## config.mk

```make
export PLATFORM = sky130hd
export DESIGN_NAME = fb_write_scheduler
export DESIGN_NICKNAME = d
export VERILOG_FILES = /design/src/rtl/fb_write_scheduler.sv
export SDC_FILE = /design/constraint.sdc
export NUM_CORES = 1
export LEC_CHECK = 0
export BUFFER_PORTS_ARGS = -buffer_cell sky130_fd_sc_hd__buf_2
export CAP_MARGIN = 10
export CORE_MARGIN = 4
export CORE_UTILIZATION = 54
export CTS_BUF_LIST = sky130_fd_sc_hd__clkbuf_8
export CTS_CLUSTER_SIZE = 12
export DETAILED_ROUTE_END_ITERATION = 10
export PLACE_DENSITY = 0.81
export SYNTH_ARGS = -nofsm -noshare
export SYNTH_HDL_FRONTEND = slang
export SYNTH_SLANG_ARGS = --single-unit
```

## constraint.sdc

```tcl
create_clock -name gpu_clk -period 1.9 [get_ports gpu_clk]
set_input_delay 0 -clock gpu_clk [delete_from_list [all_inputs] [get_ports gpu_clk]]
set_output_delay 0 -clock gpu_clk [all_outputs]
set_load 0.005 [all_outputs]
```

## src/rtl/fb_write_scheduler.sv

```systemverilog
// rtl/fb_write_scheduler.sv - frame buffer write arbiter between clear sequencer and draw requests (optional FB_ADDR_CLIP_EN)
module fb_write_scheduler #(
    parameter int ADDR_W    = 15,
    parameter int DATA_W    = 4,
    parameter int FB_PIXELS = 19200
) (
    input  logic              gpu_clk,
    input  logic              gpu_rst_n,
    input  logic              clr_start,
    input  logic [DATA_W-1:0] clr_color,
    output logic              clr_busy,
    output logic              clr_done,
    input  logic              draw_valid,
    input  logic [ADDR_W-1:0] draw_addr,
    input  logic [DATA_W-1:0] draw_data,
    output logic              draw_ready,
    output logic              fb_we,
    output logic [ADDR_W-1:0] fb_addr,
`ifdef FB_ADDR_CLIP_EN
    output logic              clip_err,
`endif
    output logic [DATA_W-1:0] fb_data
);

    typedef enum logic {
        ST_IDLE  = 1'b0,
        ST_CLEAR = 1'b1
    } state_t;

    // Token says who owns the write port next cycle while clearing.
    typedef enum logic {
        TOK_CLEAR = 1'b0,
        TOK_DRAW  = 1'b1
    } token_t;

    // Counter is one bit wider than the address so a full-size buffer ends without wrapping.
    localparam logic [ADDR_W:0] LAST_ADDR = (ADDR_W+1)'(FB_PIXELS - 1);

    state_t              state_q, state_d;
    token_t              token_q, token_d;
    logic [ADDR_W:0]     cnt_q, cnt_d;
    logic [DATA_W-1:0]   color_q, color_d;
    logic                fb_we_q, fb_we_d;
    logic [ADDR_W-1:0]   fb_addr_q, fb_addr_d;
    logic [DATA_W-1:0]   fb_data_q, fb_data_d;
    logic                clr_done_q, clr_done_d;
    logic                draw_xfer;
    logic                clear_issue;
    logic                draw_clip;
`ifdef FB_ADDR_CLIP_EN
    localparam logic [ADDR_W:0] PIX_LIMIT = (ADDR_W+1)'(FB_PIXELS);
    logic                clip_err_q, clip_err_d;
`endif

    // Draw acceptance: always in IDLE, only on its token turn while clearing, never in reset.
    always_comb begin
        draw_ready = 1'b0;
        if (gpu_rst_n) begin
            draw_ready = (state_q == ST_IDLE) || (token_q == TOK_DRAW);
        end
    end

    // Next-state, arbitration and write-port computation.
    always_comb begin
        state_d     = state_q;
        token_d     = token_q;
        cnt_d       = cnt_q;
        color_d     = color_q;
        fb_we_d     = 1'b0;
        fb_addr_d   = fb_addr_q;
        fb_data_d   = fb_data_q;
        clr_done_d  = 1'b0;
        draw_xfer   = draw_valid && draw_ready;
        clear_issue = (state_q == ST_CLEAR) && !draw_xfer;
`ifdef FB_ADDR_CLIP_EN
        draw_clip   = ({1'b0, draw_addr} >= PIX_LIMIT);
        clip_err_d  = clip_err_q | (draw_xfer & draw_clip);
`else
        draw_clip   = 1'b0;
`endif

        if (draw_xfer) begin
            token_d = TOK_CLEAR;
            if (!draw_clip) begin
                fb_we_d   = 1'b1;
                fb_addr_d = draw_addr;
                fb_data_d = draw_data;
            end
        end else if (clear_issue) begin
            token_d   = TOK_DRAW;
            fb_we_d   = 1'b1;
            fb_addr_d = cnt_q[ADDR_W-1:0];
            fb_data_d = color_q;
            cnt_d     = cnt_q + 1'b1;
            if (cnt_q == LAST_ADDR) begin
                state_d    = ST_IDLE;
                clr_done_d = 1'b1;
            end
        end

        // A start request while already clearing is dropped on purpose.
        if ((state_q == ST_IDLE) && clr_start) begin
            state_d = ST_CLEAR;
            color_d = clr_color;
            cnt_d   = '0;
        end
    end

    // State and output registers with synchronous active-low reset.
    always_ff @(posedge gpu_clk) begin
        if (!gpu_rst_n) begin
            state_q    <= ST_IDLE;
            token_q    <= TOK_CLEAR;
            cnt_q      <= '0;
            color_q    <= '0;
            fb_we_q    <= 1'b0;
            fb_addr_q  <= '0;
            fb_data_q  <= '0;
            clr_done_q <= 1'b0;
        end else begin
            state_q    <= state_d;
            token_q    <= token_d;
            cnt_q      <= cnt_d;
            color_q    <= color_d;
            fb_we_q    <= fb_we_d;
            fb_addr_q  <= fb_addr_d;
            fb_data_q  <= fb_data_d;
            clr_done_q <= clr_done_d;
        end
    end

`ifdef FB_ADDR_CLIP_EN
    // Sticky out-of-range draw flag, cleared only by reset.
    always_ff @(posedge gpu_clk) begin
        if (!gpu_rst_n) begin
            clip_err_q <= 1'b0;
        end else begin
            clip_err_q <= clip_err_d;
        end
    end
    assign clip_err = clip_err_q;
`endif

    assign clr_busy = (state_q == ST_CLEAR);
    assign clr_done = clr_done_q;
    assign fb_we    = fb_we_q;
    assign fb_addr  = fb_addr_q;
    assign fb_data  = fb_data_q;

endmodule
```

==> results of run 1 <==
## final timing paths
path | startpoint | slack (ns) | to | depth (start not counted)
worst min-delay path | clr_color[1] | 0.006 | color_q[1] | 3
worst max-delay path | draw_valid | 0.35 | cnt_q[12] | 6
worst max register to register | cnt_q[0] | 0.39 | cnt_q[12] | 5
worst min register to register | token_q | 0.47 | token_q | 1
## power breakdown
group / leakage (nW) / total [W] / internal (W) / switching [W]
Combinational: 0.885 / 0.000250 / 0.000137 / 0.000114
Clock: 0.0505 / 0.000541 / 0.000247 / 0.000293
Sequential: 0.351 / 0.000959 / 0.000939 / 0.0000199
## cell usage after synthesis, types with 2 or more instances
| library cell | number |
|---|---|
| nor2_1 | 9 |
| clkbuf_1 | 4 |
| nand3_1 | 9 |
| a21oi_1 | 10 |
| and3_1 | 2 |
| dfxtp_1 | 43 |
| inv_1 | 2 |
| nand2b_1 | 2 |
| nand2_1 | 24 |
| o21ai_0 | 9 |
| xor2_1 | 7 |
| mux2i_1 | 23 |
| buf_2 | 8 |
| o211a_1 | 19 |
| nand4_1 | 3 |
| or3_1 | 7 |
| and3_2 | 2 |
| nor2b_1 | 5 |
## cells in the final DEF, fill, tap and decap left out, types with 3 or more instances in the layout
cell type,synthesis,final
nand4_1,3,3
nand3_1,9,9
nand2_1,24,24
or3_1,7,7
nor2b_1,5,5
dlygate4sd3_1,0,22
clkbuf_8,0,5
mux2i_1,23,23
dfxtp_1,43,43
inv_1,2,4
o211a_1,19,19
buf_2,8,49
xor2_1,7,7
o21ai_0,9,9
buf_4,0,7
a21oi_1,10,10
nor2_1,9,9
## tightest hold or removal path, stage by stage
cell and delay, ns:
buf_2 0.08, mux2i_1 0.07, nor2b_1 0.11
## metal layers
| metal | global-route usage | up-vias | part of all wire | wire, um |
|---|---|---|---|---|
| met2 | 0.336 | 51 | 0.46 | 1970 |
| met1 | 0.272 | 779 | 0.46 | 1990 |
| li1 | - | 862 | - | - |
| met5 | 0 | - | 0 | 0 |
| met3 | 0.0558 | 9 | 0.054 | 232 |
| met4 | 0.0744 | 0 | 0.019 | 82 |
## state kept, by name (all words and copies together) (netlist names)
name and flops:
cnt_q 16, token_q 1, clr_busy 1, fb_addr 15, color_q 4, fb_data 4, clr_done 1, fb_we 1
## per-stage QoR
step | hold slack [ns] | cells | cell area, um^2 | setup WS [ns]
after global routing | 0.0194 | 320 | 2530 | 0.178
after CTS | 0.00327 | 320 | 2530 | 0.396
after detailed placement | 0.234 | 290 | 2230 | 0.402
final | 0.00615 | 320 | 2530 | 0.349
after floorplan | 0.0935 | 202 | 1940 | 0.563
after global placement | 0.233 | 290 | 2230 | 0.449
## area by class of cell
cell class | count | area, um^2 | area share
flip-flops and latches | 43 | 861 | 0.340
well taps | 46 | 57.6 | 0.0228
repair buffers | 78 | 518 | 0.205
clock buffers | 5 | 68.8 | 0.0272
clock inverters | 3 | 12.5 | 0.00495
inverters | 2 | 7.51 | 0.00297
multi-input cells | 143 | 1000 | 0.397
## kinds of logic after synthesis
| logic type | after synthesis | share of synthesized area |
|---|---|---|
| AOI/OAI and AO/OA | 39 | 0.151 |
| xor gates and xnor gates | 8 | 0.0361 |
| adders and majority gates | 1 | 0.00644 |
| buffers and inverters | 16 | 0.0399 |
| DFF | 43 | 0.443 |
| muxes | 23 | 0.119 |
| and+or+nand+nor | 72 | 0.205 |
==> impl_metrics.py, run 1 <==
metrics = {
    "run_status": {
        "outcome": "finished, final reports clean",
    },
    "layout": {
        "fin_nets": 301,
        "diodes": 0,
        "utilization": 0.740,
        "area_growth_pct": 30.2,
        "fill_cells": 236,
        "final_layout_size_suffix_gt1_frac": 0.248,
    },
    "timing": {
        "tns_ns": 0,
        "worst_pin_slew_ns": 0.596,
        "slew_viol_final": 0,
        "hold_viol": 0,
        "relSlewSlack": 0.603,
        "fmax_mhz": 645,
        "skew_ns": 0.00714,
        "fin_crit_ns": 1.55,
        "fin_crit_sh": 0.816,
        "setup_viol": 0,
        "rsz0062_at_grt": "false",
    },
    "cts": {
        "hold_buffers": 22,
        "ctsResizeCount": 0,
        "clock_path_buffers": 2,
        "cts_inserted_buffers": 5,
        "clk_pin_slew_ns": 0.08,
        "clockRootBuffer": "clkbuf_8",
        "post_cts_buffers": 0,
        "cts_tree": "done",
        "cts.sinks": 43,
        "clk_latency_ns": 0.29,
        "h-tree-depth": 2,
    },
    "synth": {
        "yosysTopAreaCell": "dfxtp_1",
        "synth_top_cell_area_share": 0.443,
        "synth_nets": 230,
        "netlist_instances": 202,
        "seq_area_frac_synth": 0.443,
        "synth_ff_type": "dfxtp_1",
        "yosysWarnings": 0,
        "avgSynthCellArea_um2": 9.61,
        "syn_area_um2": 1940,
        "ys_top_cells_by_area": "dfxtp_1 44%, mux2i_1 12%, o211a_1 9.8%",
        "synth-edff-count": 0,
        "ys_ff_latch": 43,
        "synth_cell_types": 32,
        "async_flop_share": 0,
    },
    "routing": {
        "via_per_inst": 5.32,
        "routedWlPerCell_um": 13.3,
        "wl_mm": 4.27,
        "num_vias": 1701,
        "route.antenna.remaining_nets": 0,
        "dr.pass1.iters": 4,
        "drcViolationCount": 0,
        "drt_iter0_markers": 93,
    },
    "global_routing": {
        "overflow": 0,
        "grt_max_degree": 31,
        "gr-usage-all-layers": 0.210,
        "antenna_found_initial": 0,
        "grt_pass1_wl_mm": 7.29,
        "grt_pass1_vias": 1607,
    },
    "placed_design": {
        "dp_hpwl_mm": 2.83,
        "portBuffers": 49,
        "gp_congestion": 0.857,
    },
    "run": {
        "maxCapViolations": 0,
    },
    "floorplanning": {
        "core_area_um2": 3420,
        "ios": 50,
        "die_y_um": 68.0,
        "core.rowCount": 21,
        "start_util": 0.568,
        "die_area_um2": 4620,
        "die_x_um": 68.0,
    },
    "critical_path": {
        "crit_path_top_delay_cell": "dlygate4sd3_1",
        "cp-end-kind": "flop",
        "path_class": "in2reg",
        "cp_max_fo": 11,
        "cp_top_family": "simple AND/OR/NAND/NOR gates",
        "startpoint_type": "primary input",
        "required_ns": 2.11,
        "arrival_ns": 1.76,
        "worst-path-buf-inv": 2,
        "cp_cell_sequence": "dlygate4sd3_1 -> buf_2 -> nand3_1 -> nand4b_1 -> or3_1 -> a21oi_1",
        "max_stage_delay_ns": 0.54,
    },
    "power": {
        "p_leak_nw": 1.29,
        "power_density_nw_per_um2": 692,
        "ir_worst_vdd_mv": 0.547,
        "p_total_w": 0.00175,
    },
    "worst_hold_path": {
        "hp-class": "in2reg",
    },
}
No activity file was read; power rests on OpenSTA's default activity.
==> inputs of run 2 (changes only) <==
--- a/config.mk
+++ b/config.mk
@@ -5,14 +5,15 @@
 export SDC_FILE = /design/constraint.sdc
 export NUM_CORES = 1
 export LEC_CHECK = 0
+export ABC_AREA = 1
 export BUFFER_PORTS_ARGS = -buffer_cell sky130_fd_sc_hd__buf_2
 export CAP_MARGIN = 10
 export CORE_MARGIN = 4
-export CORE_UTILIZATION = 54
+export CORE_UTILIZATION = 55
 export CTS_BUF_LIST = sky130_fd_sc_hd__clkbuf_8
 export CTS_CLUSTER_SIZE = 12
 export DETAILED_ROUTE_END_ITERATION = 10
-export PLACE_DENSITY = 0.81
+export PLACE_DENSITY = 0.82
 export SYNTH_ARGS = -nofsm -noshare
 export SYNTH_HDL_FRONTEND = slang
 export SYNTH_SLANG_ARGS = --single-unit
==> constraint.sdc (replaced) <==
create_clock -name gpu_clk -period 1.6 [get_ports gpu_clk]
set_input_delay 0 -clock gpu_clk [delete_from_list [all_inputs] [get_ports gpu_clk]]
set_output_delay 0 -clock gpu_clk [all_outputs]
set_load 0.005 [all_outputs]
==> run 2 against run 1 <==
  * Sequential share of layout area decreased by 2.1 points
  * Die area increased by 4.4%
  * Wire length increased by 20%
  * Via count increased by 27%
  * Clock skew increased by 0.0042 ns
  * Largest power group unchanged
  * Register-to-register slack got worse by 0.33 ns
==> impl_metrics.py, run 2 <==
metrics = {
    "run_status": {
        "outcome": "finished, final reports clean",
    },
    "synth": {
        "avgSynthCellArea_um2": 6.61,
        "async_flop_share": 0,
        "syn_area_um2": 2080,
        "yosysMostFrequentCell": "nand2_1",
        "yosysTopAreaCell": "dfxtp_1",
        "synth_commonest_cells": "115 x nand2_1, 43 x dfxtp_1, 39 x inv_1, 29 x nand3_1, 29 x nor2_1",
        "ys_top_cells_by_area": "dfxtp_1 41%, nand2_1 21%, inv_1 7.0%",
        "yosysWarnings": 0,
        "synthXorXnorAreaFrac": 0.00843,
        "synth-simple-area-share": 0.409,
        "synth_top_family_by_area": "simple AND/OR/NAND/NOR gates",
        "synth_cell_types": 25,
        "muxShareOfSynthArea": 0,
        "yosys.area_share.adder": 0.00602,
        "synth-edff-count": 0,
        "synth_nets": 342,
        "seq_area_frac_synth": 0.414,
        "synth_top_cell_area_share": 0.414,
        "ys_ff_latch": 43,
        "synth_compound_area_frac": 0.0548,
        "netlist_instances": 314,
        "synth_ff_type": "dfxtp_1",
    },
    "timing": {
        "worst_pin_slew_ns": 0.320,
        "rsz0062_at_grt": "true",
        "setup_viol": 0,
        "hold_viol": 0,
        "fin_crit_sh": 0.960,
        "fmax_mhz": 651,
        "hold_ws_ns": 0.00269,
        "fin_crit_ns": 1.54,
        "slew_viol_final": 0,
        "skew_ns": 0.0114,
        "relSlewSlack": 0.786,
        "timing.final.ws_setup_ns": 0.0646,
    },
    "critical_path": {
        "r2r-start": "token_q",
        "startpoint_type": "flop",
        "r2r_setup_slack_ns": 0.06,
        "cp-end-kind": "flop",
        "reg2regPathDepth": 9,
        "cp_max_fo": 10,
        "critPathCapture": "fb_addr[9]",
        "required_ns": 1.80,
        "crit_start": "token_q",
        "arrival_ns": 1.74,
        "path_class": "reg2reg",
        "r2r_end": "fb_addr[9]",
    },
    "floorplanning": {
        "die_x_um": 69.5,
        "core.rowCount": 22,
        "die_y_um": 69.5,
        "core_area_um2": 3660,
        "ios": 50,
        "die_area_um2": 4820,
        "start_util": 0.567,
    },
    "layout": {
        "area_growth_pct": 29.9,
        "fin_nets": 415,
        "final_cell_mix": "114 x nand2_1, 49 x buf_2, 42 x dfxtp_1, 38 x inv_1",
        "regMostFlops": "cnt_q",
        "largest_reg_flops": 16,
        "layout_commonest_cell": "nand2_1",
        "stdcell_area_um2": 2700,
        "diodes": 0,
        "final_layout_size_suffix_gt1_frac": 0.209,
        "utilization": 0.737,
    },
    "global_routing": {
        "overflow": 0,
        "grt_max_degree": 21,
        "use_met3": 0.0609,
        "use_met2": 0.351,
        "grt.busiest_layer": "met2",
        "grt_pass1_wl_mm": 8.54,
        "antenna_found_initial": 0,
        "gr-usage-all-layers": 0.214,
        "grt_pass1_vias": 1965,
        "met1_usage": 0.259,
    },
    "power": {
        "ir_worst_vdd_mv": 0.514,
        "combPwrFrac": 0.131,
        "power_density_nw_per_um2": 856,
        "p_seq_frac": 0.490,
        "internal_power_w": 0.00175,
        "swShare": 0.244,
        "power_switching_w": 0.000563,
        "p_leak_nw": 1.33,
        "clkPwrFrac": 0.380,
    },
    "placed_design": {
        "post_dp_cell_area_um2": 2380,
        "place_ws_ns": 0.104,
        "portBuffers": 49,
        "gp_congestion": 0.869,
        "dp_hpwl_mm": 3.51,
    },
    "cts": {
        "clockRootBuffer": "clkbuf_8",
        "clk_pin_slew_ns": 0.08,
        "cts.sinks": 43,
        "cts_inserted_buffers": 5,
        "h-tree-depth": 2,
        "cts_tree": "done",
        "clk_latency_ns": 0.30,
        "clock_path_buffers": 2,
        "post_cts_buffers": 0,
    },
    "routing": {
        "drt_iter0_markers": 101,
        "dr.pass1.iters": 4,
        "drcViolationCount": 0,
        "via_per_inst": 4.96,
        "num_vias": 2163,
        "routedWlPerCell_um": 11.8,
        "route.antenna.remaining_nets": 0,
        "wl_mm": 5.13,
    },
    "run": {
        "maxCapViolations": 0,
    },
    "worst_hold_path": {
        "hp-class": "in2reg",
        "whs_path_depth": 5,
    },
}
-- run 2: cell types whose count changed in the layout (fill, tap and decap cells not counted), sizes merged, moves of 5 or more --
| cell | previous run | this run |
|---|---|---|
| nor2b | 5 | 0 |
| mux2i | 23 | 0 |
| nand3 | 9 | 30 |
| xor2 | 7 | 1 |
| o211a | 19 | 0 |
| or3 | 7 | 0 |
| nor2 | 9 | 33 |
| nor3 | 0 | 8 |
| nand2 | 24 | 117 |
| inv | 4 | 41 |
-- run 2: cell type report --
cell class	count	area, um^2
sequential	43	862
multi-input combinational	219	1000
fill	295	963
timing repair inverter	1	7.51
inverter	42	161
timing repair buffer	75	485
tap	48	60.1
clock inverter	2	35.0
clock buffer	6	82.6
-- run 2: how the worst min path moves through the flow --
stage / start / to
floorplan: clr_color[0] / color_q[0]
detailed placement: clr_color[0] / color_q[0]
finish: draw_addr[14] / fb_addr[14]
global placement: clr_color[3] / color_q[3]
CTS: draw_addr[14] / fb_addr[14]
global route: draw_addr[12] / fb_addr[12]
-- run 2: through the flow --
stage	total power (W)	instances	TNS [ns]
after floorplan	0.00131	314	0
after global placement	0.00140	409	0
after detailed placement	0.00141	409	0
after CTS	0.00230	435	0
after global routing	0.00240	436	-0.0455
final	0.00231	436	0
-- run 2: logic make-up after synthesis --
logic type,Yosys count
AND/OR/NAND/NOR,197
buffers and inverters,52
flip-flops,43
AO/OA/AOI/OAI,19
XOR/XNOR,2
adder cells (fa/ha/maj),1
-- run 2: per-layer routing --
layer  vias up  wire [um]
met5         -          0
met4         0        127
met3        16        410
met2        74       2480
met1       954       2110
li1       1119          -
-- run 2: power groups by stage --
stage	logic (W)	registers (W)	clock network, W
6_report	0.000302	0.00113	0.000878
5_1_grt	0.000337	0.00114	0.000930
4_1_cts	0.000288	0.00113	0.000885
3_5_place_dp	0.000254	0.00115	0
3_3_place_gp	0.000248	0.00115	0
2_1_floorplan	0.000157	0.00116	0
-- run 2: repair_timing --
action / CTS / global route
endpoints found under the setup margin: 0 / 16
hold buffers: 18 / 0
gates resized for setup: 0 / 6
endpoints found under the hold margin: 18 / 0
-- run 2: critical path, stage by stage, from the launching register on --
cell and delay, ns:
dfxtp_1 0.40, inv_1 0.10, nand2_1 0.08, nand3_2 0.11
nand2_2 0.15, clkinvlp_4 0.22, nand2_1 0.14, nand3_1 0.10
nand2_1 0.08, inv_1 0.04
==> inputs of run 3 (changes only) <==
--- a/config.mk
+++ b/config.mk
@@ -8,7 +8,6 @@
 export ABC_AREA = 1
 export BUFFER_PORTS_ARGS = -buffer_cell sky130_fd_sc_hd__buf_2
 export CAP_MARGIN = 10
-export CORE_MARGIN = 4
 export CORE_UTILIZATION = 55
 export CTS_BUF_LIST = sky130_fd_sc_hd__clkbuf_8
 export CTS_CLUSTER_SIZE = 12
==> run 3 against run 2 <==
  * Final cell count grew 0.92%
  * Register-to-register slack gained 0.11 ns
  * Core utilization grew 5.2 points
  * Non-clock buffer count grew 7
==> impl_metrics.py, run 3 (synthesis results as in run 2) <==
metrics = {
    "worst_hold_path": {
        "holdPathEnd": "fb_addr[8]",
        "whs_path_depth": 5,
        "hp-class": "in2reg",
        "worstHoldStart": "draw_addr[8]",
    },
    "power": {
        "ir_worst_vdd_mv": 0.551,
        "power_density_nw_per_um2": 814,
        "p_leak_nw": 1.36,
    },
    "layout": {
        "final_layout_size_suffix_gt1_frac": 0.206,
        "final_cell_mix": "114 x nand2_1, 49 x buf_2, 42 x dfxtp_1, 39 x inv_1",
        "fin_nets": 421,
        "largest_reg_flops": 16,
        "regMostFlops": "cnt_q",
        "area_growth_pct": 31.7,
        "diodes": 0,
        "layout_commonest_cell": "nand2_1",
    },
    "timing": {
        "tns_ns": 0,
        "fin_crit_ns": 1.42,
        "hold_ws_ns": 0.0167,
        "hold_viol": 0,
        "worst_pin_slew_ns": 0.275,
        "fmax_mhz": 703,
        "slew_viol_final": 0,
        "skew_ns": 0.00525,
        "setup_viol": 0,
        "fin_crit_sh": 0.889,
        "rsz0062_at_grt": "false",
        "relSlewSlack": 0.815,
    },
    "routing": {
        "via_per_inst": 5.06,
        "route.antenna.remaining_nets": 0,
        "drt_iter0_markers": 120,
        "dr.pass1.iters": 5,
        "num_vias": 2226,
        "wl_mm": 5.47,
        "routedWlPerCell_um": 12.4,
        "drcViolationCount": 0,
    },
    "critical_path": {
        "r2r-start": "cnt_q[0]",
        "max_stage_delay_ns": 0.38,
        "worst-path-buf-inv": 2,
        "required_ns": 1.85,
        "cp_cell_sequence": "ha_2 -> inv_1 -> nor2_1 -> nand2_2 -> nor2_4 -> nand3_1 -> nand2_1 -> inv_1 -> nor2_1",
        "r2r_end": "cnt_q[14]",
        "crit_path_top_delay_cell": "dfxtp_1",
        "reg2regPathDepth": 9,
        "path_class": "reg2reg",
        "cp-end-kind": "flop",
        "startpoint_type": "flop",
        "arrival_ns": 1.67,
        "cp_max_fo": 5,
        "cp_top_family": "simple AND/OR/NAND/NOR gates",
        "r2r_setup_slack_ns": 0.18,
    },
    "run_status": {
        "outcome": "finished, final reports clean",
    },
    "global_routing": {
        "grt_pass1_wl_mm": 9.19,
        "antenna_found_initial": 0,
        "gr-usage-all-layers": 0.298,
        "overflow": 0,
        "grt_max_degree": 21,
        "grt_pass1_vias": 2118,
    },
    "placed_design": {
        "dp_hpwl_mm": 3.51,
        "portBuffers": 49,
        "gp_congestion": 0.924,
    },
    "floorplanning": {
        "core_area_um2": 3470,
        "die_x_um": 63.5,
        "die_y_um": 63.5,
        "ios": 50,
        "core.rowCount": 21,
        "die_area_um2": 4030,
        "start_util": 0.599,
    },
    "cts": {
        "cts.sinks": 43,
        "clk_pin_slew_ns": 0.08,
        "cts_tree": "done",
        "clockRootBuffer": "clkbuf_8",
        "clk_latency_ns": 0.30,
        "clock_path_buffers": 2,
        "h-tree-depth": 2,
        "cts_inserted_buffers": 5,
    },
    "run": {
        "maxCapViolations": 0,
    },
}
[run 3: power by group]
| part | internal, W | switching (W) | total [W] |
|---|---|---|---|
| registers | 0.00111 | 0.0000219 | 0.00113 |
| clock network | 0.000393 | 0.000390 | 0.000783 |
| logic | 0.000144 | 0.000169 | 0.000313 |
| total | 0.00165 | 0.000580 | 0.00223 |
[run 3: stage by stage]
step / util / setup slack [ns] / instance area, um^2 / std cells / power, W
floorplan: - / 0.295 / 2080 / 314 / 0.00131
global placement: 0.689 / 0.201 / 2390 / 409 / 0.00141
detailed placement: 0.689 / 0.115 / 2390 / 409 / 0.00141
CTS: 0.785 / 0.0893 / 2720 / 440 / 0.00222
global route: 0.789 / 0.0571 / 2740 / 440 / 0.00233
finish: 0.789 / 0.178 / 2740 / 440 / 0.00223
[run 3: worst max-delay path by stage]
stage | start | endpoint | depth (start not counted)
finish | cnt_q[0] | cnt_q[14] | 9
floorplan | cnt_q[1] | cnt_q[14] | 9
global route | cnt_q[0] | cnt_q[14] | 9
detailed placement | cnt_q[1] | cnt_q[14] | 9
global placement | cnt_q[1] | cnt_q[14] | 9
CTS | cnt_q[1] | cnt_q[14] | 9
[run 3: final cells by class]
cell class | instances | area (um^2)
Fill cell | 259 | 733
Tap cell | 46 | 57.6
Sequential cell | 43 | 862
Clock inverter | 1 | 7.51
Multi-Input combinational cell | 219 | 1000
Timing Repair Buffer | 82 | 551
Clock buffer | 7 | 96.3
Inverter | 42 | 158
[run 3: worst register-to-register path, delay by kind of cell, from the launching register on]
family,cells,cell delay [ns]
AND/OR/NAND/NOR,6,0.66
buffers and inverters,2,0.10
flip-flops,1,0.38
adder cells (fa/ha/maj),1,0.24
[run 3: routing by layer]
layer,vias up,share of wire,wire (um),track usage
met5,-,0,0,0
met4,0,0.023,127,0.128
met3,11,0.045,249,0.0670
met2,74,0.52,2820,0.561
met1,1013,0.42,2270,0.312
li1,1128,-,-,-
[run 3: what timing repair did]
action / in CTS / in global routing
endpoints found under the setup margin: 0 / 2
hold endpoints to repair: 23 / 0
hold buffers: 23 / 0
setup buffers: 0 / 0
gates resized for setup: 0 / 4
